<file path="src/rtl/squared_norm_pkg.sv">
// Shared constants, types and bias arithmetic for the squared-log2 norm bank.
// Contents:
//   COLS, SUB_COLS, BIT_WIDTH, NUM_WAYS, ACC_WIDTH, BIAS_BIT_WIDTH : datapath sizing
//   LEFT_SHIFT_W, RIGHT_SHIFT_W, K_SHOT_W                            : scale field widths
//   CW, WW, SW, SCALE_W                                              : derived widths
//   code_t, way_idx_t, beat_sum_t, acc_t, bias_t                     : datapath types
//   compute_bias()                                                   : acc -> few-shot bias
package squared_norm_pkg;

    localparam int unsigned COLS           = 16;
    localparam int unsigned SUB_COLS       = 4;
    localparam int unsigned BIT_WIDTH      = 8;
    localparam int unsigned NUM_WAYS       = 8;
    localparam int unsigned ACC_WIDTH      = 24;
    localparam int unsigned BIAS_BIT_WIDTH = 14;
    localparam int unsigned LEFT_SHIFT_W   = 2;
    localparam int unsigned RIGHT_SHIFT_W  = 2;
    localparam int unsigned K_SHOT_W       = 4;

    localparam int unsigned CW      = $clog2(BIT_WIDTH);
    localparam int unsigned WW      = $clog2(NUM_WAYS);
    // Wide enough for COLS copies of the largest term 4**(BIT_WIDTH-1).
    localparam int unsigned SW      = $clog2((4 ** (BIT_WIDTH - 1)) * COLS) + 1;
    // Headroom for the largest left shift of a full accumulator.
    localparam int unsigned SCALE_W = ACC_WIDTH + 2 ** LEFT_SHIFT_W;

    typedef logic [CW-1:0]                    code_t;
    typedef logic [WW-1:0]                    way_idx_t;
    typedef logic [SW-1:0]                    beat_sum_t;
    typedef logic [ACC_WIDTH-1:0]             acc_t;
    typedef logic signed [BIAS_BIT_WIDTH-1:0] bias_t;

    // bias = -(scaled acc)/2, clamped at the most negative representable value.
    function automatic bias_t compute_bias(
        input acc_t                    acc,
        input logic                    shift_right,
        input logic [LEFT_SHIFT_W-1:0] left_shift,
        input logic [RIGHT_SHIFT_W-1:0] right_shift,
        input logic [K_SHOT_W-1:0]     k_shot_div
    );
        logic [SCALE_W-1:0] s;
        logic [SCALE_W-1:0] neg;
        s = shift_right ? (SCALE_W'(acc) >> right_shift) : (SCALE_W'(acc) << left_shift);
        s = s >> k_shot_div;
        s = s >> 1;
        neg = -s;
        if (s > SCALE_W'(2 ** (BIAS_BIT_WIDTH - 1))) begin
            return {1'b1, {(BIAS_BIT_WIDTH - 1){1'b0}}};
        end
        return bias_t'(neg[BIAS_BIT_WIDTH-1:0]);
    endfunction

endpackage

</file>
<file path="src/rtl/sq_log2_col_adder.sv">
// Combinational sum of 4**code over the active columns of one beat.
// Ports:
//   code     : per-column log2 magnitudes
//   zero     : per-column force-to-zero mask
//   mode_4x4 : only columns 0..SUB_COLS-1 contribute
//   beat_sum : sum of (zero[c] ? 0 : 1 << 2*code[c]) over active columns
module sq_log2_col_adder
    import squared_norm_pkg::*;
(
    input  code_t [COLS-1:0] code,
    input  logic  [COLS-1:0] zero,
    input  logic             mode_4x4,
    output beat_sum_t        beat_sum
);

    always_comb begin
        beat_sum = '0;
        for (int unsigned c = 0; c < COLS; c++) begin
            if (!zero[c] && (!mode_4x4 || (c < SUB_COLS))) begin
                beat_sum = beat_sum + (beat_sum_t'(1) << (2 * code[c]));
            end
        end
    end

endmodule

</file>
<file path="src/rtl/squared_log2_norm_bank.sv">
// Bank of NUM_WAYS squared-log2 accumulators with per-way few-shot bias readout.
// Two-stage pipeline: S1 registers the beat sum, S2 read-modify-writes acc[way].
// Optional feature macro: SQNORM_ACC_SATURATE_EN (saturating add + sticky acc_overflow).
// Ports:
//   clk, rst                       : clock, synchronous active-high reset
//   in_valid/in_ready              : beat handshake (in_ready low only during clear_all)
//   in_way, in_code, in_zero       : target way, per-column codes, per-column zero mask
//   in_last, in_4x4_mode           : final beat of way, restrict to SUB_COLS columns
//   clear_way/clear_idx, clear_all : zero one way / all ways
//   shift_right, left_shift, right_shift, k_shot_div : bias scaling
//   rd_req/rd_way -> rd_valid/rd_bias : one-cycle bias read
//   way_done, acc_overflow         : per-way status
module squared_log2_norm_bank
    import squared_norm_pkg::*;
(
    input  logic                     clk,
    input  logic                     rst,
    input  logic                     in_valid,
    output logic                     in_ready,
    input  way_idx_t                 in_way,
    input  code_t [COLS-1:0]         in_code,
    input  logic  [COLS-1:0]         in_zero,
    input  logic                     in_last,
    input  logic                     in_4x4_mode,
    input  logic                     clear_way,
    input  way_idx_t                 clear_idx,
    input  logic                     clear_all,
    input  logic                     shift_right,
    input  logic [LEFT_SHIFT_W-1:0]  left_shift,
    input  logic [RIGHT_SHIFT_W-1:0] right_shift,
    input  logic [K_SHOT_W-1:0]      k_shot_div,
    input  logic                     rd_req,
    input  way_idx_t                 rd_way,
    output logic                     rd_valid,
    output bias_t                    rd_bias,
    output logic [NUM_WAYS-1:0]      way_done,
    output logic [NUM_WAYS-1:0]      acc_overflow
);

    typedef logic [ACC_WIDTH:0] acc_ext_t;

    beat_sum_t           beat_sum;
    logic                s1_valid_q;
    way_idx_t            s1_way_q;
    logic                s1_last_q;
    beat_sum_t           s1_sum_q;
    acc_t                acc_q [NUM_WAYS];
    acc_t                acc_d [NUM_WAYS];
    logic [NUM_WAYS-1:0] done_q, done_d;
    logic                rd_valid_q;
    bias_t               rd_bias_q;
    acc_ext_t            sum_ext;
    acc_t                upd_val;

    assign in_ready = !clear_all;

    sq_log2_col_adder u_col_adder (
        .code     (in_code),
        .zero     (in_zero),
        .mode_4x4 (in_4x4_mode),
        .beat_sum (beat_sum)
    );

    // S1
    always_ff @(posedge clk) begin
        if (rst) begin
            s1_valid_q <= 1'b0;
        end else begin
            s1_valid_q <= in_valid && in_ready;
        end
    end

    always_ff @(posedge clk) begin
        s1_way_q  <= in_way;
        s1_last_q <= in_last;
        s1_sum_q  <= beat_sum;
    end

    // S2 add; the carry out is only meaningful in the saturating build.
    assign sum_ext = {1'b0, acc_q[s1_way_q]} + acc_ext_t'(s1_sum_q);

`ifdef SQNORM_ACC_SATURATE_EN
    logic [NUM_WAYS-1:0] ovf_q, ovf_d;
    assign upd_val = sum_ext[ACC_WIDTH] ? {ACC_WIDTH{1'b1}} : sum_ext[ACC_WIDTH-1:0];
`else
    assign upd_val = sum_ext[ACC_WIDTH-1:0];
`endif

    // Clears are applied after the update so they win on the same way.
    always_comb begin
        for (int w = 0; w < NUM_WAYS; w++) begin
            acc_d[w] = acc_q[w];
        end
        done_d = done_q;
`ifdef SQNORM_ACC_SATURATE_EN
        ovf_d = ovf_q;
`endif
        if (s1_valid_q) begin
            acc_d[s1_way_q] = upd_val;
            if (s1_last_q) begin
                done_d[s1_way_q] = 1'b1;
            end
`ifdef SQNORM_ACC_SATURATE_EN
            if (sum_ext[ACC_WIDTH]) begin
                ovf_d[s1_way_q] = 1'b1;
            end
`endif
        end
        for (int w = 0; w < NUM_WAYS; w++) begin
            if (clear_all || (clear_way && (clear_idx == way_idx_t'(w)))) begin
                acc_d[w]  = '0;
                done_d[w] = 1'b0;
`ifdef SQNORM_ACC_SATURATE_EN
                ovf_d[w] = 1'b0;
`endif
            end
        end
    end

    always_ff @(posedge clk) begin
        if (rst) begin
            for (int w = 0; w < NUM_WAYS; w++) begin
                acc_q[w] <= '0;
            end
            done_q <= '0;
        end else begin
            for (int w = 0; w < NUM_WAYS; w++) begin
                acc_q[w] <= acc_d[w];
            end
            done_q <= done_d;
        end
    end

`ifdef SQNORM_ACC_SATURATE_EN
    always_ff @(posedge clk) begin
        if (rst) begin
            ovf_q <= '0;
        end else begin
            ovf_q <= ovf_d;
        end
    end
    assign acc_overflow = ovf_q;
`else
    assign acc_overflow = '0;
`endif

    // Read uses the pre-edge accumulator, so a same-edge S2 write is not visible.
    always_ff @(posedge clk) begin
        if (rst) begin
            rd_valid_q <= 1'b0;
            rd_bias_q  <= '0;
        end else begin
            rd_valid_q <= rd_req;
            if (rd_req) begin
                rd_bias_q <= compute_bias(acc_q[rd_way], shift_right, left_shift,
                                          right_shift, k_shot_div);
            end
        end
    end

    assign rd_valid = rd_valid_q;
    assign rd_bias  = rd_bias_q;
    assign way_done = done_q;

endmodule
</file>
<file path="config.mk">
export PLATFORM = sky130hd
export DESIGN_NAME = squared_log2_norm_bank
export DESIGN_NICKNAME = d
export VERILOG_FILES = /design/src/rtl/squared_norm_pkg.sv /design/src/rtl/sq_log2_col_adder.sv /design/src/rtl/squared_log2_norm_bank.sv
export SDC_FILE = /design/constraint.sdc
export NUM_CORES = 1
export LEC_CHECK = 0
export CORE_AREA = 2 2 228 275
export CTS_BUF_LIST = sky130_fd_sc_hd__clkbuf_2 sky130_fd_sc_hd__clkbuf_4 sky130_fd_sc_hd__clkbuf_8
export DETAILED_ROUTE_END_ITERATION = 10
export DIE_AREA = 0 0 230 277
export SLEW_MARGIN = 20
export SYNTH_ARGS = -nofsm -noshare
export SYNTH_HDL_FRONTEND = slang
export SYNTH_SLANG_ARGS = --single-unit
export TNS_END_PERCENT = 5
</file>
<file path="constraint.sdc">
create_clock -name clk -period 25.3 [get_ports clk]
set_input_delay 6.325 -clock clk [delete_from_list [all_inputs] [get_ports clk]]
set_output_delay 6.325 -clock clk [all_outputs]
set_load 0.01 [all_outputs]
</file>
* Yosys cells after proc, flatten, opt, wreduce, memory -nomap -nowiden *
Memories as Yosys holds them, arrays and structs flattened. A register that Yosys moved wholly into a read port is not among the register bits.
Cells that the tools add are included.

storage, ports and cells
  word-level logic and storage cells = 175
  memories kept = 1
  output and inout bits = 32
  input bits = 90
  memory bits (writable) = 192
  bits in registers = 47

memories
  name   words  bits a word  rd ports  clocked after Yosys merged registers in  wr ports  RTL line                      RTL
  acc_q  8      24           10        1                                        8         squared_log2_norm_bank.sv:47  acc_t acc_q [NUM_WAYS];

cells by class
  shift-type cells = 19
  $lt $le $gt $ge = 5
  $add $sub $neg = 17
  reduce and logical (&&, ||, !) cells = 55
  mux-type cells = 47
  eq/ne operators = 7
  bitwise gates (word level) = 10

operator list
  kind                  number
  $mux 24               17
  $mux 19               16
  $shl 1x4->19 const A  16
  $add 19x19->19        15
  $bwmux 192            1
  $mux 192              1
  $demux 24 s3          1
  $mux 14               2
  $mux 28               1
  $shl 24x2->28         1
  $shr 24x2->28         1
  $shr 28x4->28         1
  $gt 27x14->1 const B  1
  $add 24x19->24        1
  $logic_and 1x1->1     23
  $reduce_or 2->1       8
  $logic_not 1->1       14
  $neg 14->14           1
  $eq 3x3->1 const B    4
  $logic_or 1x1->1      8
  $or 1x1->1            8
  $or 8x8->8            1
  $mux 1                7
  $eq 3x2->1 const B    2
  9 further kinds       9

* Longest topological paths before layout *
  depth after elaboration = 32
  gate-level depth with buffers = 86

* By module *
From an unflattened synthesis, not the netlist that was laid out.

second synthesis, totals
  cell total of the unflattened synthesis = 3428
  area total of the unflattened synthesis = 26136.3 um^2

modules (own cells, without submodules)
  module                  cells each  times used  area an instance (um^2)  sequential area each (um^2)
  squared_log2_norm_bank  1925        1           15334.7                  4784.6
  sq_log2_col_adder       1503        1           10801.6                  0.0

* Least setup slack after synthesis *
Ideal clock, no wire load.

  kind = input-to-reg
  from = input port in_zero[0]
  to = register s1_sum_q[18]
  arrival = 19.781 ns
  slack = 5.398 ns
  stages on the path = 81
  cells stage by stage = nor4_1 -> ha_1 -> mux2_2 -> ha_1 -> ha_1 -> a21oi_1 -> nor2_1 -> xnor2_1 -> o21ai_0 -> ha_1 -> inv_1 -> a211oi_1 -> o21ai_0 -> xnor2_1 -> o21ai_0 -> ha_1 -> inv_1 -> o41ai_1 -> [... 45 more ...] -> mux2_2 -> inv_1 -> ha_1 -> xor2_1 -> mux2_2 -> inv_1 -> ha_1 -> xnor2_1 -> mux2i_1 -> ha_1 -> inv_1 -> o31ai_1 -> a31oi_1 -> nor4_4 -> maj3_2 -> nand2_1 -> xnor2_1 -> xnor2_1

between the ends
  longest elaborated chain between the ends = 31

ends and longest elaborated chain
  element                 RTL line                      RTL
  start: declaration      squared_log2_norm_bank.sv:22  input logic [COLS-1:0] in_zero,
  $mux 19 (*)             sq_log2_col_adder.sv:19       if (!zero[c] && (!mode_4x4 || (c < SUB_COLS))) begin
  $add 19x19->19          sq_log2_col_adder.sv:20       beat_sum = beat_sum + (beat_sum_t'(1) << (2 * code[c]));
  $mux 19 (*)             sq_log2_col_adder.sv:19
  $add 19x19->19          sq_log2_col_adder.sv:20
  $mux 19 (*)             sq_log2_col_adder.sv:19
  $add 19x19->19          sq_log2_col_adder.sv:20
  $mux 19 (*)             sq_log2_col_adder.sv:19
  $add 19x19->19          sq_log2_col_adder.sv:20
  [... 16 more ...]       -
  $mux 19 (*)             sq_log2_col_adder.sv:19
  $add 19x19->19          sq_log2_col_adder.sv:20
  $mux 19 (*)             sq_log2_col_adder.sv:19
  $add 19x19->19          sq_log2_col_adder.sv:20
  $mux 19 (*)             sq_log2_col_adder.sv:19
  $add 19x19->19          sq_log2_col_adder.sv:20
  $mux 19 (*)             sq_log2_col_adder.sv:19
  named net beat_sum[18]  squared_log2_norm_bank.sv:42  beat_sum_t beat_sum;
  end signal: assignment  squared_log2_norm_bank.sv:76  s1_sum_q <= beat_sum;
  end: declaration        squared_log2_norm_bank.sv:46  beat_sum_t s1_sum_q;

The timed path passes the listed nets; every way through them passes the cells marked *.
A chain may end at the register's enable or synchronous reset.

* Final worst setup path *
  from = input port in_code[2] (netlist name)
  to = register s1_sum_q[18]

between the ends
  longest elaborated chain between the ends = 32

ends and longest elaborated chain
  element                 RTL line                      RTL
  start: declaration      squared_log2_norm_bank.sv:21  input code_t [COLS-1:0] in_code,
  $shl 1x4->19 (*)        sq_log2_col_adder.sv:20
  $mux 19 (*)             sq_log2_col_adder.sv:19
  $add 19x19->19          sq_log2_col_adder.sv:20
  $mux 19 (*)             sq_log2_col_adder.sv:19
  $add 19x19->19          sq_log2_col_adder.sv:20
  $mux 19 (*)             sq_log2_col_adder.sv:19
  $add 19x19->19          sq_log2_col_adder.sv:20
  $mux 19 (*)             sq_log2_col_adder.sv:19
  [... 17 more ...]       -
  $mux 19 (*)             sq_log2_col_adder.sv:19
  $add 19x19->19          sq_log2_col_adder.sv:20
  $mux 19 (*)             sq_log2_col_adder.sv:19
  $add 19x19->19          sq_log2_col_adder.sv:20
  $mux 19 (*)             sq_log2_col_adder.sv:19
  $add 19x19->19          sq_log2_col_adder.sv:20
  $mux 19 (*)             sq_log2_col_adder.sv:19
  named net beat_sum[18]  squared_log2_norm_bank.sv:42

Marks and branches as above.

==> results_tabular.tex <==
\begin{tabular}{lr}
\hline
Metric & Value \\
\hline
\multicolumn{2}{l}{\textbf{Global routing}} \\
Antenna violations before repair & 0 \\
Overall fraction of global-route tracks in use & 0.230 \\
Largest net degree at the start of global routing & 50 \\
GRT overflow & 0 \\
First-pass GRT wire length & 120000 µm \\
Number of global-route vias before repair & 22000 \\
\multicolumn{2}{l}{\textbf{Die}} \\
Standard cell core area & 61300 µm² \\
Total Die Area & 63700 µm² \\
Effective utilization at floorplan & 0.395 \\
Horiz. Die Dim & 230 µm \\
\# IOs & 122 \\
Die boundary height & 277 µm \\
Placement Rows & 100 \\
\multicolumn{2}{l}{\textbf{Place}} \\
Inst Count DP & 3939 \\
Worst Setup Slack post-DPL & 3.51 ns \\
PortBufs & 113 \\
Detail Placement HPWL & 51800 µm \\
Routability Congestion & 0.895 \\
\multicolumn{2}{l}{\textbf{Finish}} \\
Layout overhead on the synthesized area & 11.3\% \\
Final-stage net count & 3413 \\
ANT cells & 0 \\
Layout cell share with drive strength beyond 1 & 0.121 \\
Final std cells w/o fill & 4011 \\
\multicolumn{2}{l}{\textbf{Timing}} \\
Worst slew pin tran & 1.28 ns \\
Count of endpoints failing hold in the final timing report & 0 \\
Slew margin rel. & 0.143 \\
Final setup vio count & 0 \\
TNS Setup & 0 ns \\
Share of the clock period used by the worst path & 0.838 \\
Worst setup margin & 4.09 ns \\
Number of pins exceeding their max-slew limit in the final report & 0 \\
Final worst clock skew & 0.0144 ns \\
Hold slack final & 0.465 ns \\
Unrepaired setup endpoints after global routing & no \\
Achievable Freq & 47.1 MHz \\
Final critical-path required period & 21.21 ns \\
\multicolumn{2}{l}{\textbf{Logic synthesis}} \\
Async S/R FF share, synth & 0 \\
Seq cells post-synth & 239 \\
Most used flip-flop cell after synthesis & dfxtp\_1 \\
Sequential share of the synthesized area & 0.198 \\
Average instance area after synthesis & 7.72 µm² \\
Number of cells produced by synthesis & 3136 \\
Netlist Area Pre-Place & 24200 µm² \\
Yosys synthesis warning count & 0 \\
Number of unique standard cell types used by synthesis & 98 \\
Number of synthesized flops with an enable pin & 0 \\
\multicolumn{2}{l}{\textbf{Clock tree}} \\
Cts bufs inserted & 43 \\
Clock tree root driver cell & clkbuf\_8 \\
Number of gates resized after cts & 0 \\
Hold\_buf cts & 0 \\
H-tree Lvls & 2 \\
Later-pin clock latency in the skew report & 0.59 ns \\
Setup fix buffers added after clock tree synthesis & 0 \\
TritonCTS clock tree & built \\
Post-CTS clock slew at the launch and capture registers of the worst setup and hold paths & 0.06 ns \\
Clock sink count & 239 \\
Max Buffers Root-to-Sink & 3 \\
\multicolumn{2}{l}{\textbf{Worst setup path}} \\
Worst setup path class & primary input to flop \\
Worst EP required & 25.81 ns \\
Critical path peak fanout & 5 \\
Endpoint kind of the worst setup timing path & flop \\
Max stage delay on crit path & 0.49 ns \\
Startpoint Class & primary input \\
Master of the slowest instance on the critical path & clkdlybuf4s50\_1 \\
Crit path arrival time & 21.73 ns \\
\multicolumn{2}{l}{\textbf{Detailed routing}} \\
Vias/cell & 5.72 \\
Routed vias & 23000 \\
Number of DRC markers in iteration 0 & 1655 \\
Detailed Routing Iterations Pass 1 & 7 \\
\# DRC & 0 \\
Final WL & 74900 µm \\
Routed length per instance & 18.7 µm \\
DRT antenna net count & 0 \\
\multicolumn{2}{l}{\textbf{Power}} \\
Cell leakage power & 10.1 nW \\
VDD IR-drop max & 0.0000310 V \\
Power consumption & 1.17 mW \\
Areal power density over the cells & 43.4 nW/µm² \\
\multicolumn{2}{l}{\textbf{Flow run}} \\
Max-cap check violation count & 0 \\
\multicolumn{2}{l}{\textbf{Min path}} \\
Hold/Removal Path Class & flop to flop \\
\multicolumn{2}{l}{\textbf{Status}} \\
Outcome & completed \\
\hline
\end{tabular}
-- state kept, by name, indices dropped and copies added (netlist names) --
register and cells:
rd_bias 14, s1_way_q 3, s1_valid_q 1, way_done 8, s1_sum_q 19, acc_q 192
s1_last_q 1, rd_valid 1
-- logic make-up (layout without fill, tap and decap cells) --
group	count (synthesis)	after routing	share of synthesized area
XOR/XNOR	244	244	0.104
AO/OA/AOI/OAI	843	843	0.228
AND/OR/NAND/NOR	1108	1108	0.210
multiplexers	235	235	0.128
flip-flops	239	239	0.198
buffers and inverters	309	361	0.0504
other	1	8	0.000155
adder cells (fa/ha/maj)	157	157	0.0813
-- placed cells by master (no fill, tap or decap), types with 18 or more instances in the layout --
master           count
clkdlybuf4s50_1    109
nor3b_1             55
mux2_2             106
o21ai_0            147
nor2b_1             30
ha_1               154
mux2i_1             80
buf_4               36
o22ai_1             27
nor3_1              41
nor2_1             235
inv_1              135
xnor2_1            131
nand2_1            554
and3b_1             29
mux4_2              49
a32oi_1             18
a22oi_1             87
and3_1              26
and2_1              21
xor2_1              74
dfxtp_1            239
a211oi_1            52
o31ai_1             22
a21oi_1            285
a31oi_1             33
clkbuf_8            54
nand4_1             25
-- synth_stat cells, drive strengths merged (57+ instances only) --
library cell  count  area share
nand2           556       0.086
a21oi           287       0.060
dfxtp           239        0.20
nor2            238       0.037
o21ai           156       0.032
ha              154       0.080
xnor2           147       0.059
inv             136       0.021
clkbuf          124       0.019
mux2            106       0.049
a22oi            87       0.027
xor2             86       0.035
mux2i            80       0.033
nor3b            57       0.018
-- through the flow --
step / utilization / instance area [µm²]
after detailed placement: 0.425 / 26000
after global placement: 0.425 / 26000
after global routing: 0.439 / 26900
after floorplan: - / 24200
after CTS: 0.439 / 26900
final: 0.439 / 26900
-- final timing paths --
check / start / end / slack [ns] / cells past startpoint
worst max-delay path: in_code[2] / s1_sum_q[18]$_DFF_P_ / 4.09 / 82
worst min register to register: acc_q[2][0]$_SDFFE_PP0P_ / acc_q[2][0]$_SDFFE_PP0P_ / 0.46 / 2
worst max register to register: s1_way_q[2]$_DFF_P_ / acc_q[5][23]$_SDFFE_PP0P_ / 18.51 / 29
worst min-delay path: acc_q[2][0]$_SDFFE_PP0P_ / acc_q[2][0]$_SDFFE_PP0P_ / 0.46 / 2
-- where the power goes --
group          internal [mW]  switching (mW)  leakage (nW)  total, mW
combinational          0.156           0.229          7.73      0.385
clock                  0.217           0.172         0.479      0.390
sequential             0.386         0.00743          1.93      0.394
-- worst max-delay path: cells and delay by family --
kind / cells / cell delay (ns)
fa+ha+maj: 17 / 4.80
simple gates: 11 / 2.02
xor+xnor: 13 / 1.90
buf+inv: 17 / 1.52
mux: 7 / 1.58
compound gates: 17 / 3.58
-- layout make-up --
type	instances	area (µm²)
fill	6281	34400
multi-input combinational	2595	18300
sequential	239	4780
timing repair buffer	149	1380
tap	816	1020
clock buffer	64	818
inverter	140	526
clock inverter	8	78.8
-- routing by layer --
| metal | vias to the layer above | part of all wire | track usage | routed length, µm |
|---|---|---|---|---|
| met5 | - | 0 | 0 | 0 |
| met4 | 0 | 0.027 | 0.0627 | 2010 |
| met3 | 142 | 0.065 | 0.0288 | 4850 |
| met2 | 749 | 0.47 | 0.395 | 35300 |
| met1 | 10700 | 0.44 | 0.301 | 32700 |
| li1 | 11300 | - | - | - |
(Power assumes the default switching activity.)
